--- src/rtl/result_tx_interface_pkg.sv ---
// Shared definitions for the calculator result return path:
// transmit FSM state encoding and the default result width.
package result_tx_interface_pkg;

   localparam int NB_DATA_DEF = 8;

   typedef enum logic [1:0] {
      IDLE      = 2'b00,
      START     = 2'b01,
      WAIT_DONE = 2'b10
   } tx_state_e;

endpackage

--- src/rtl/result_fifo.sv ---
// Circular result buffer with registered full/empty flags and a sticky
// overflow flag. A push while full is accepted only if a pop happens alongside.
module result_fifo #(
   parameter int NB_DATA    = 8,
   parameter int FIFO_DEPTH = 4,
   parameter int NB_PTR     = 2
) (
   input  logic               i_clock,
   input  logic               i_reset,
   input  logic               i_push,
   input  logic [NB_DATA-1:0] i_data,
   input  logic               i_pop,
   output logic [NB_DATA-1:0] o_head,
   output logic               o_full,
   output logic               o_empty,
   output logic               o_overflow
);

   localparam logic [NB_PTR:0] DEPTH_C = (NB_PTR + 1)'(FIFO_DEPTH);

   logic [NB_DATA-1:0] mem_q [FIFO_DEPTH];
   logic [NB_PTR-1:0]  wr_ptr_q, wr_ptr_d;
   logic [NB_PTR-1:0]  rd_ptr_q, rd_ptr_d;
   logic [NB_PTR:0]    count_q, count_d;
   logic               full_q, full_d;
   logic               empty_q, empty_d;
   logic               overflow_q, overflow_d;
   logic               wr_en;

   // When full, the slot at wr_ptr is the head being popped this cycle, so
   // the write may reuse it.
   assign wr_en = i_push && (!full_q || i_pop);

   always_comb begin
      wr_ptr_d   = wr_ptr_q;
      rd_ptr_d   = rd_ptr_q;
      count_d    = count_q;
      overflow_d = overflow_q | (i_push && !wr_en);
      if (wr_en) begin
         wr_ptr_d = wr_ptr_q + 1'b1;
      end
      if (i_pop) begin
         rd_ptr_d = rd_ptr_q + 1'b1;
      end
      if (wr_en && !i_pop) begin
         count_d = count_q + 1'b1;
      end else if (!wr_en && i_pop) begin
         count_d = count_q - 1'b1;
      end
      full_d  = (count_d == DEPTH_C);
      empty_d = (count_d == '0);
   end

   always_ff @(posedge i_clock or negedge i_reset) begin
      if (!i_reset) begin
         wr_ptr_q   <= '0;
         rd_ptr_q   <= '0;
         count_q    <= '0;
         full_q     <= 1'b0;
         empty_q    <= 1'b1;
         overflow_q <= 1'b0;
      end else begin
         wr_ptr_q   <= wr_ptr_d;
         rd_ptr_q   <= rd_ptr_d;
         count_q    <= count_d;
         full_q     <= full_d;
         empty_q    <= empty_d;
         overflow_q <= overflow_d;
      end
   end

   // Storage carries data only, so it is left out of reset.
   always_ff @(posedge i_clock) begin
      if (wr_en) begin
         mem_q[wr_ptr_q] <= i_data;
      end
   end

   assign o_head     = mem_q[rd_ptr_q];
   assign o_full     = full_q;
   assign o_empty    = empty_q;
   assign o_overflow = overflow_q;

endmodule

--- src/rtl/result_tx_interface.sv ---
// Buffers ALU results and hands them to tx_uart one byte at a time using a
// start pulse / done tick handshake.
module result_tx_interface
   import result_tx_interface_pkg::*;
#(
   parameter int NB_DATA    = NB_DATA_DEF,
   parameter int FIFO_DEPTH = 4,
   parameter int NB_PTR     = 2
) (
   input  logic               i_clock,
   input  logic               i_reset,
   input  logic               i_valid,
   input  logic [NB_DATA-1:0] i_result,
   input  logic               i_tx_done_tick,
   output logic               o_tx_start,
   output logic [NB_DATA-1:0] o_data,
   output logic               o_full,
   output logic               o_empty,
   output logic               o_overflow
);

   tx_state_e          state_q, state_d;
   logic [NB_DATA-1:0] data_q, data_d;
   logic               tx_start_q, tx_start_d;
   logic               pop;
   logic [NB_DATA-1:0] fifo_head;
   logic               fifo_empty;

   result_fifo #(
      .NB_DATA   (NB_DATA),
      .FIFO_DEPTH(FIFO_DEPTH),
      .NB_PTR    (NB_PTR)
   ) u_fifo (
      .i_clock   (i_clock),
      .i_reset   (i_reset),
      .i_push    (i_valid),
      .i_data    (i_result),
      .i_pop     (pop),
      .o_head    (fifo_head),
      .o_full    (o_full),
      .o_empty   (fifo_empty),
      .o_overflow(o_overflow)
   );

   always_comb begin
      state_d = state_q;
      data_d  = data_q;
      pop     = 1'b0;
      case (state_q)
         IDLE: begin
            if (!fifo_empty) begin
               data_d  = fifo_head;
               pop     = 1'b1;
               state_d = START;
            end
         end
         START: begin
            state_d = WAIT_DONE;
         end
         WAIT_DONE: begin
            if (i_tx_done_tick) begin
               state_d = IDLE;
            end
         end
         default: begin
            state_d = IDLE;
         end
      endcase
      // Registered so the pulse lines up with the START state cycle.
      tx_start_d = (state_d == START);
   end

   always_ff @(posedge i_clock or negedge i_reset) begin
      if (!i_reset) begin
         state_q    <= IDLE;
         data_q     <= '0;
         tx_start_q <= 1'b0;
      end else begin
         state_q    <= state_d;
         data_q     <= data_d;
         tx_start_q <= tx_start_d;
      end
   end

   assign o_tx_start = tx_start_q;
   assign o_data     = data_q;
   assign o_empty    = fifo_empty;

endmodule

--- config.mk ---
export PLATFORM = sky130hd
export DESIGN_NAME = result_tx_interface
export DESIGN_NICKNAME = d
export VERILOG_FILES = /design/src/rtl/result_tx_interface_pkg.sv /design/src/rtl/result_fifo.sv /design/src/rtl/result_tx_interface.sv
export SDC_FILE = /design/constraint.sdc
export NUM_CORES = 1
export LEC_CHECK = 0
export ABC_AREA = 1
export ABC_CLOCK_PERIOD_IN_PS = 3200
export BUFFER_PORTS_ARGS = -buffer_cell sky130_fd_sc_hd__buf_2
export CELL_PAD_IN_SITES_DETAIL_PLACEMENT = 2
export CELL_PAD_IN_SITES_GLOBAL_PLACEMENT = 2
export CORE_MARGIN = 4
export CORE_UTILIZATION = 41
export DETAILED_ROUTE_END_ITERATION = 16
export GPL_ROUTABILITY_DRIVEN = 0
export GPL_TIMING_DRIVEN = 0
export PLACE_DENSITY_LB_ADDON = 0.1
export SLEW_MARGIN = 20
export SYNTH_ARGS = -nofsm -noshare
export SYNTH_HDL_FRONTEND = slang
export SYNTH_SLANG_ARGS = --single-unit
export TNS_END_PERCENT = 5
--- constraint.sdc ---
create_clock -name i_clock -period 3.2 [get_ports i_clock]
set_input_delay 0.16 -clock i_clock [delete_from_list [all_inputs] [get_ports i_clock]]
set_output_delay 0.16 -clock i_clock [all_outputs]
set_load 0.03 [all_outputs]
* Word level (Yosys, flattened, before mapping) *
Memories as Yosys holds them, arrays and structs flattened. A register that Yosys moved wholly into a read port is not among the register bits.
Cells that the tools add are included.
Widths: inputs -> output; s select.

word-level totals
  register bits = 13
  bits in writable memories = 32
  output and inout bits = 12
  logic and storage cells = 40
  memories = 1

memory list
  name          depth  bits a word  rd ports  clocked after memory_dff  wr ports  line               RTL
  u_fifo.mem_q  4      8            1         1                         1         result_fifo.sv:21  logic [NB_DATA-1:0] mem_q [FIFO_DEPTH];

operators by class
  add/sub/neg operators = 4
  equal/unequal tests = 4
  muxes and demuxes = 9
  bitwise gates (word level) = 2
  reduce and logical (&&, ||, !) cells = 12

operator list
  cell                 number
  $mux 3               2
  $pmux 2 s3           1
  $add 2x1->2 const B  2
  $eq 2x1->1 const B   2
  $logic_and 1x1->1    4
  $logic_not 1->1      4
  $mux 1               4
  $mux 2               2
  $add 3x1->3 const B  1
  $eq 3x3->1 const B   1
  $logic_not 3->1      1
  $sub 3x1->3 const B  1
  $eq 2x2->1 const B   1
  $logic_not 2->1      1
  $reduce_and 2->1     1
  $logic_or 1x1->1     1
  $not 1->1            1
  $or 1x1->1           1

* Longest topological paths before layout *
Gate-level depths: netlist (run 1).

  depth in word-level cells = 9
  gate-level depth with buffers = 8
  gate-level depth less buffers = 8

* Hierarchy *
Synthesis (run 1) repeated with hierarchy kept, for this count alone.

unflattened totals
  cells, all modules = 195
  area total of the unflattened synthesis = 2235.9 um^2

modules (own cells, without submodules)
  module               instances  cells each  area an instance (um^2)  sequential area each (um^2)
  result_fifo          1          149         1791.7                   1212.4
  result_tx_interface  1          46          444.2                    275.3

* Worst setup path after synthesis (run 1) *
Ideal clock, no wire load.

  path type = reg2reg
  from = register u_fifo.empty_q, in the netlist u_fifo.o_empty
  to = memory u_fifo.mem_q[0][0] (enable)
  library setup time = 0.371 ns
  arrival time = 1.269 ns
  data required time = 2.829 ns
  path slack = 1.560 ns
  cell stages (with the launch flop) = 6
  buffers on the path = 0
  clock period less this slack = 1.640 ns
  cell sequence = dfstp_2 -> inv_1 -> nand2_4 -> nand2_1 -> nand2_1 -> nor2_1

on the way
  longest elaborated chain between the ends = 6

ends and longest elaborated chain
  what                          line                       RTL
  from (decl)                   result_fifo.sv:26          logic empty_q, empty_d;
  from (signal assigned)        result_fifo.sv:67          empty_q <= empty_d;
  $mux 1                        result_tx_interface.sv:51  if (!fifo_empty) begin
  $mux 1                        result_tx_interface.sv:49  case (state_q)
  $logic_or 1x1->1              result_fifo.sv:32          assign wr_en = i_push && (!full_q || i_pop);
  $logic_and 1x1->1             result_fifo.sv:32
  $mux 1                        result_fifo.sv:74          if (wr_en) begin
  $mux 1 (implied by the code)  result_fifo.sv:75          mem_q[wr_ptr_q] <= i_data;
  to (decl)                     result_fifo.sv:21

No other way between the ends.

* Worst setup path after layout (run 1) *
  from = register state_q[1]
  to = memory u_fifo.mem_q[0][2] (enable)

on the way
  longest elaborated chain between the ends = 6

ends and longest elaborated chain
  what                          line                       RTL
  from (decl)                   result_tx_interface.sv:22  tx_state_e state_q, state_d;
  from (signal assigned)        result_tx_interface.sv:79  state_q <= state_d;
  $logic_not 2->1               result_tx_interface.sv:49
  $mux 1                        result_tx_interface.sv:49
  $logic_or 1x1->1              result_fifo.sv:32
  $logic_and 1x1->1             result_fifo.sv:32
  $mux 1                        result_fifo.sv:74
  $mux 1 (implied by the code)  result_fifo.sv:75

No other way between the ends.

==> results.tsv, run 1 <==
stage	metric	value	unit
logic_synthesis	syn-mean-instance-area	11.67	µm²
job	max_cap_violations	0	
floorplan	floorplan.core_area	5140	µm²
outcome	run_status	completed	
logic_synthesis	synth_cell_type_count	26	
sta	clock-skew-final	0.008933	ns
clock_network	clk_transition_reported_paths	0.09	ns
global_route	grt_start_max_net_pins	22	
layout	layout.cells.most_common	sky130_fd_sc_hd__nor2_1	
clock_network	cts-buffers-inserted	5	
sta	tightest_slew	0.9337	ns
global_route	globalRoute.totalOverflow	0	
sta	period_minus_slack	2.125	ns
layout	multi_input_gate_area	599.3	µm²
logic_synthesis	synth_simple_gate_area_share	14.82	%
setup_path	worst_setup_path_start_kind	flip-flop	
sta	grt_setup_unrepaired	no	
sta	postLayoutSetupSlackWorst	1.075	ns
layout	final_cell_mix	sky130_fd_sc_hd__nor2_1, sky130_fd_sc_hd__edfxtp_1, sky130_fd_sc_hd__buf_2	
clock_network	cts.path.max_buffers	2	
logic_synthesis	yosysTopAreaCellShare	43.79	%
sta	fin_hold_ws	0.06834	ns
setup_path	worst-r2r-cell-count	5	
route	route.final.wire_length	5147	µm
setup_path	critical-path-top-delay-family	simple AND/OR/NAND/NOR gates	
layout	nNetsFinal	237	
sta	final_max_slew_viol_count	0	
layout	insertedDiodeCount	0	
layout	growth_of_design_area_from_synthesis_to_finish	13.85	%
global_route	grt_pass1_wl	8128	µm
logic_synthesis	dominant_combinational_cell_family_by_area_after_synthesis	simple AND/OR/NAND/NOR gates	
power_and_ir_drop	p_per_area	1006	nW/µm²
layout	final_cell_count_no_fill	290	
clock_network	tritoncts_clock_tree	yes	
floorplan	dieArea	6587	µm²
power_and_ir_drop	reported_leakage_power	1.044	nW
route	drtAntennaViolNets	0	
hold_path	timing.hold.worst_path_depth	1	
setup_path	crit_path_cell_trace	nor2_4 > nand2_4 > nand2_1 > nand2_1 > nor2_1	
sta	max_slew_headroom	37.52	%
global_route	globalRouteTotalUtil	17.42	%
power_and_ir_drop	worst_ir_drop_vdd	0.4473	mV
logic_synthesis	syn-cell-area	2195	µm²
setup_path	crit_path_max_fanout	8	
global_route	number_of_global_route_vias_before_repair	1561	
global_route	number_of_antenna_violations_at_the_first_check_in_global_routing	0	
layout	number_of_fillers_in_the_final_layout	556	
logic_synthesis	synth_edf_count	32	
logic_synthesis	synth_area_leaders	sky130_fd_sc_hd__edfxtp_1, sky130_fd_sc_hd__dfrtp_1, sky130_fd_sc_hd__nor2_1	
logic_synthesis	yosys.area_share.xor_xnor	1.596	%
setup_path	worst_setup_path_end_kind	flip-flop	
floorplan	boundaryPins	24	
sta	setup-violations-final	0	
sta	timing.final.crit_share	66.40	%
logic_synthesis	yosys-mux-area-fraction	0	%
route	detailed_routing_wirelength_on_met1	2131	µm
route	dr_total_vias	1461	
floorplan	chip_height	81.16	µm
sta	clock.fmax	0.4707	GHz
place	place.detailed.hpwl	3609	µm
floorplan	die_w	81.16	µm
clock_network	cts_repair_resize_count	0	
sta	finalHoldViolations	0	
floorplan	start_util	42.70	%
logic_synthesis	synth_top_flop_cell	sky130_fd_sc_hd__edfxtp_1	
route	first_pass_iters	4	
setup_path	worst_path_max_delay_cell	sky130_fd_sc_hd__nor2_1	
setup_path	path_class	flip-flop to flip-flop	
setup_path	cp_data_required_time	3.13	ns
route	dr.max_layer_used	met4	
route	viasPerCell	5.038	
logic_synthesis	synthesized_area_fraction_occupied_by_adder_cells	3.421	%
logic_synthesis	cell_taking_the_most_area_after_synthesis	sky130_fd_sc_hd__edfxtp_1	
clock_network	clock_insertion_delay_worst_skew	0.31	ns
logic_synthesis	synthArstFlopShare	39.62	%
place	placedCellCount	281	
power_and_ir_drop	totalPowerFinal	2.514	mW
logic_synthesis	postSynthRegisterBits	53	
setup_path	crit_arrival	2.06	ns
setup_path	cp_slowest_stage_delay	0.75	ns
layout	drive_above_1_share	20.91	%
setup_path	timing.critical_path.buf_inv	0	
logic_synthesis	synth-seq-area-share	67.79	%
clock_network	tritoncts_num_sinks	53	
route	wl_met3	129	µm
hold_path	worst_hold_path_type	input port to flip-flop	
clock_network	root_buffer	sky130_fd_sc_hd__clkbuf_8	
clock_network	deepest_level_of_the_cts_h_tree	2	
route	routed_length_on_met2	2808	µm
logic_synthesis	synth_nets	206	
place	port-buffer-count	23	
floorplan	placement_rows	26	
setup_path	critPathMostFrequentCell	sky130_fd_sc_hd__nand2_1	
layout	area.sequential	1488	µm²
route	routed_wire_length_per_instance	17.75	µm
logic_synthesis	compound_gate_portion_of_the_synthesized_area	7.469	%
route	remaining_design_rule_violation_count	0	
place	dp_worst_setup_slack	1.068	ns
setup_path	critical_path_cell_count	5	
logic_synthesis	synth.yosys.warnings	0	
logic_synthesis	syn-instance-count	188	
sta	setup_total_negative_slack	0	ns
route	drt_iter0_markers	55	
-- sequential cells by signal, summed over array words and instances, names as in the netlist --
register,flops
u_fifo.count_q,3
state_q,2
o_data,8
u_fifo.mem_q,32
u_fifo.o_full,1
u_fifo.o_empty,1
u_fifo.o_overflow,1
u_fifo.wr_ptr_q,2
o_tx_start,1
u_fifo.rd_ptr_q,2
-- cell type report --
class	instances	share of cell area [%]
buffer	5	1.452
clock buffer	5	2.754
clock inverter	3	0.9014
inverter	19	2.854
multi-input combinational	111	23.99
sequential	53	59.54
tap	70	3.505
timing repair buffer	24	5.008
-- power breakdown --
group / internal, mW / leakage [nW] / total [mW] / switching, mW
Sequential: 0.947 / 0.533 / 1.05 / 0.0986
Combinational: 0.341 / 0.463 / 1.09 / 0.750
Clock: 0.156 / 0.0481 / 0.378 / 0.223
-- path summary, 6_finish.rpt --
check / from / endpoint / slack [ns]
max: state_q[1] / u_fifo.mem_q[0][2] / 1.08
min: i_result[7] / u_fifo.mem_q[0][7] / 0.07
max reg2reg: state_q[1] / u_fifo.mem_q[0][2] / 1.08
min reg2reg: u_fifo.o_overflow / u_fifo.o_overflow / 0.49
max in group asynchronous: i_reset / u_fifo.o_empty / 2.48
min in group asynchronous: i_reset / o_data[1] / 0.35
-- per-stage QoR --
stage | area [µm²] | util [%]
final | 2499 | 48.61
after floorplan | 2195 | -
after global routing | 2499 | 48.61
after global placement | 2397 | 46.64
after CTS | 2499 | 48.61
after detailed placement | 2397 | 46.64
-- synth_stat cells, types with 2 or more instances --
cell type / instances
sky130_fd_sc_hd__nand4_1: 3
sky130_fd_sc_hd__nand2_1: 9
sky130_fd_sc_hd__nor2_1: 53
sky130_fd_sc_hd__o21ai_0: 17
sky130_fd_sc_hd__nand3_1: 2
sky130_fd_sc_hd__buf_4: 2
sky130_fd_sc_hd__a31oi_1: 8
sky130_fd_sc_hd__ha_1: 6
sky130_fd_sc_hd__inv_1: 16
sky130_fd_sc_hd__edfxtp_1: 32
sky130_fd_sc_hd__inv_2: 3
sky130_fd_sc_hd__dfrtp_1: 20
sky130_fd_sc_hd__xor2_1: 4
-- worst reg2reg max path: cells and delay by family (launching register included) --
family        cells  cell delay [ns]
simple gates      5             1.33
flops             1             0.42
-- logic make-up after synthesis --
family,Yosys count
adders and majority gates,6
buffers and inverters,24
DFF,53
and+or+nand+nor,72
xor gates and xnor gates,4
AOI/OAI and AO/OA,29
-- layer usage --
layer	vias to the layer above	global-route usage, %
met1	742	19.46
li1	690	-
met4	0	5.574
met5	-	0
met2	22	33.00
met3	7	3.326
-- repair_timing --
item                      CTS  global route
hold endpoints to repair   20             0
buffers inserted            0             0
hold buffers                1             0
Power figures use the tool's default switching activity.
==> run 2, diff against run 1 <==
--- a/config.mk
+++ b/config.mk
@@ -6,12 +6,12 @@
 export NUM_CORES = 1
 export LEC_CHECK = 0
 export ABC_AREA = 1
-export ABC_CLOCK_PERIOD_IN_PS = 3200
+export ABC_CLOCK_PERIOD_IN_PS = 2200
 export BUFFER_PORTS_ARGS = -buffer_cell sky130_fd_sc_hd__buf_2
 export CELL_PAD_IN_SITES_DETAIL_PLACEMENT = 2
 export CELL_PAD_IN_SITES_GLOBAL_PLACEMENT = 2
 export CORE_MARGIN = 4
-export CORE_UTILIZATION = 41
+export CORE_UTILIZATION = 38
 export DETAILED_ROUTE_END_ITERATION = 16
 export GPL_ROUTABILITY_DRIVEN = 0
 export GPL_TIMING_DRIVEN = 0
==> constraint.sdc (replaced) <==
create_clock -name i_clock -period 2.2 [get_ports i_clock]
set_input_delay 0.11 -clock i_clock [delete_from_list [all_inputs] [get_ports i_clock]]
set_output_delay 0.11 -clock i_clock [all_outputs]
set_load 0.03 [all_outputs]
==> results.tsv, run 2 (same netlist as run 1, synthesis figures left out) <==
stage	metric	value	unit	change
sta	finalHoldViolations	0		unchanged
floorplan	floorplan.core_area	5540	µm²	+7.8%
sta	final_max_slew_viol_count	0		unchanged
setup_path	worst-r2r-cell-count	5		unchanged
hold_path	whs_endpoint	u_fifo.mem_q[3][3]		
layout	nNetsFinal	241		+1.7%
route	drt_iter0_markers	48		-13%
power_and_ir_drop	p_per_area	1476	nW/µm²	+47%
global_route	globalRoute.totalOverflow	0		unchanged
place	place.detailed.hpwl	3635	µm	+0.72%
setup_path	worst_path_max_delay_cell	sky130_fd_sc_hd__nor2_1		
job	max_cap_violations	0		unchanged
setup_path	cp_slowest_stage_delay	0.73	ns	-0.02 ns
sta	setup-violations-final	0		unchanged
place	dpl-instance-area	2400	µm²	+0.10%
setup_path	critPathMostFrequentCell	sky130_fd_sc_hd__nand2_1		
setup_path	timing.critical_path.buf_inv	0		unchanged
sta	fin_hold_ws	0.01129	ns	-0.05705 ns
route	remaining_design_rule_violation_count	0		unchanged
power_and_ir_drop	reported_leakage_power	1.064	nW	+1.9%
sta	clock-skew-final	0.009626	ns	+0.0006930 ns
power_and_ir_drop	worst_ir_drop_vdd	0.5406	mV	+21%
global_route	grt_pass1_wl	8535	µm	+5.0%
sta	grt_setup_unrepaired	yes		
setup_path	crit_path_cell_trace	nor2_4 > nand2_4 > nand2_1 > nand2_1 > nor2_1		
route	route.final.wire_length	5211	µm	+1.2%
clock_network	tritoncts_clock_tree	yes		
clock_network	clock_insertion_delay_worst_skew	0.31	ns	about the same
setup_path	crit_path_max_fanout	8		unchanged
setup_path	cp_data_required_time	2.14	ns	-0.99 ns
route	drtAntennaViolNets	0		unchanged
setup_path	worst_setup_path_end_kind	flip-flop		
clock_network	cts_post_setup_buffers_inserted	0		unchanged
layout	final_cell_mix	sky130_fd_sc_hd__nor2_1, sky130_fd_sc_hd__edfxtp_1, sky130_fd_sc_hd__buf_2		
global_route	grt_start_max_net_pins	22		unchanged
route	first_pass_iters	4		unchanged
setup_path	crit_arrival	2.07	ns	about the same
setup_path	critical_path.reg2reg.endpoint	u_fifo.mem_q[0][1]		
floorplan	boundaryPins	24		unchanged
setup_path	worst_setup_path_start_kind	flip-flop		
clock_network	cts.path.max_buffers	2		unchanged
floorplan	start_util	39.61	%	-3.1 points
place	port-buffer-count	23		unchanged
floorplan	chip_height	84.00	µm	+3.5%
layout	insertedDiodeCount	0		unchanged
sta	timing.final.crit_share	97.07	%	+31 points
hold_path	holdCritStartpoint	i_result[3]		
layout	stdcell_area	2565	µm²	+2.7%
sta	tightest_slew	0.8848	ns	-0.04889 ns
layout	layout.cells.most_common	sky130_fd_sc_hd__nor2_1		
hold_path	timing.hold.worst_path_depth	1		unchanged
sta	setup_total_negative_slack	0	ns	unchanged
route	routed_wire_length_per_instance	17.60	µm	-0.81%
outcome	run_status	completed		
layout	largest_register	u_fifo.mem_q		
route	dr_total_vias	1460		-0.068%
clock_network	deepest_level_of_the_cts_h_tree	2		unchanged
clock_network	cts-buffers-inserted	5		unchanged
sta	postLayoutSetupSlackWorst	0.06443	ns	-1.011 ns
sta	max_slew_headroom	40.80	%	+3.3 points
global_route	number_of_global_route_vias_before_repair	1673		+7.2%
place	dp_worst_setup_slack	0.04100	ns	-1.027 ns
setup_path	critical-path-top-delay-family	simple AND/OR/NAND/NOR gates		
clock_network	tritoncts_num_sinks	53		unchanged
clock_network	root_buffer	sky130_fd_sc_hd__clkbuf_8		
floorplan	die_w	84.00	µm	+3.5%
hold_path	worst_hold_path_type	input port to flip-flop		
route	viasPerCell	4.932		-2.1%
global_route	number_of_antenna_violations_at_the_first_check_in_global_routing	0		unchanged
global_route	globalRouteTotalUtil	16.17	%	-1.3 points
layout	drive_above_1_share	20.98	%	+0.073 points
setup_path	rrSetupSlack	0.06	ns	-1.01 ns
setup_path	path_class	flip-flop to flip-flop		
floorplan	placement_rows	27		+3.8%
setup_path	worstReg2RegStart	state_q[1]		
layout	largest_register_ffs	32		unchanged
layout	number_of_fillers_in_the_final_layout	585		+5.2%
floorplan	dieArea	7055	µm²	+7.1%
layout	growth_of_design_area_from_synthesis_to_finish	16.88	%	
sta	clock.fmax	0.4683	GHz	-0.51%
clock_network	clk_transition_reported_paths	0.09	ns	about the same
sta	period_minus_slack	2.136	ns	+0.01088 ns
[run 2: cell count changes in the layout (fill, tap and decap cells not counted), sizes merged]
cell / delta
dlygate4sd3: +4
clkinv: -2
bufinv: +1
clkinvlp: +1
[run 2: metrics by stage]
step                      power [mW]  utilization, %  cells
final                          3.787           46.30    296
after global routing           4.075           46.30    296
after CTS                      3.837           46.21    296
after detailed placement       3.172           43.32    283
after global placement         3.035           43.32    283
after floorplan                2.627               -    188
[run 2: power by group]
group	switching [mW]	leakage [nW]	internal, mW	total (mW)
Sequential	0.141	0.533	1.38	1.52
Clock	0.320	0.0518	0.335	0.655
Combinational	1.11	0.480	0.505	1.61
[run 2: cell type report]
class                   count  area, µm²  share of cell area, %
flip-flops and latches     53       1488                  58.00
multi-input cells         111      604.3                  23.56
repair buffers             28      165.2                  6.439
well taps                  72      90.09                  3.512
inverters                  19      71.32                  2.780
clock buffers               5      68.82                  2.683
clock inverters             3      41.29                  1.610
plain buffers               5      36.28                  1.415
[run 2: how the worst max path moves through the flow]
| stage | start | endpoint | slack, ns | cells past startpoint |
|---|---|---|---|---|
| 6_report | state_q[1] | u_fifo.mem_q[0][1] | 0.06 | 5 |
| 5_1_grt | state_q[1] | u_fifo.mem_q[2][6] | -0.04 | 5 |
| 4_1_cts | state_q[1] | u_fifo.mem_q[1][6] | 0.03 | 5 |
| 3_5_place_dp | state_q[1] | u_fifo.mem_q[1][3] | 0.04 | 5 |
| 3_3_place_gp | state_q[1] | u_fifo.mem_q[1][5] | 0.10 | 5 |
| 2_1_floorplan | u_fifo.o_empty | u_fifo.mem_q[0][0] | 0.56 | 5 |
[run 2: worst register-to-register path, cell delays in order (launching register included)]
cell and delay (ns):
sky130_fd_sc_hd__dfrtp_1 0.41, sky130_fd_sc_hd__nor2_4 0.20, sky130_fd_sc_hd__nand2_4 0.12, sky130_fd_sc_hd__nand2_1 0.10, sky130_fd_sc_hd__nand2_1 0.19, sky130_fd_sc_hd__nor2_1 0.73
[run 2: what timing repair did]
item / in CTS / in global routing
hold endpoints to repair: 34 / 0
resized for setup: 0 / 2
setup endpoints to repair: 0 / 29
hold buffers: 5 / 0
[run 2: metal layers]
| metal | global-route usage, % | vias up | wire (µm) |
|---|---|---|---|
| li1 | - | 697 | - |
| met1 | 17.46 | 734 | 2097 |
| met3 | 3.455 | 6 | 191 |
| met5 | 0 | - | 0 |
| met4 | 5.702 | 0 | 68 |
| met2 | 30.73 | 23 | 2854 |
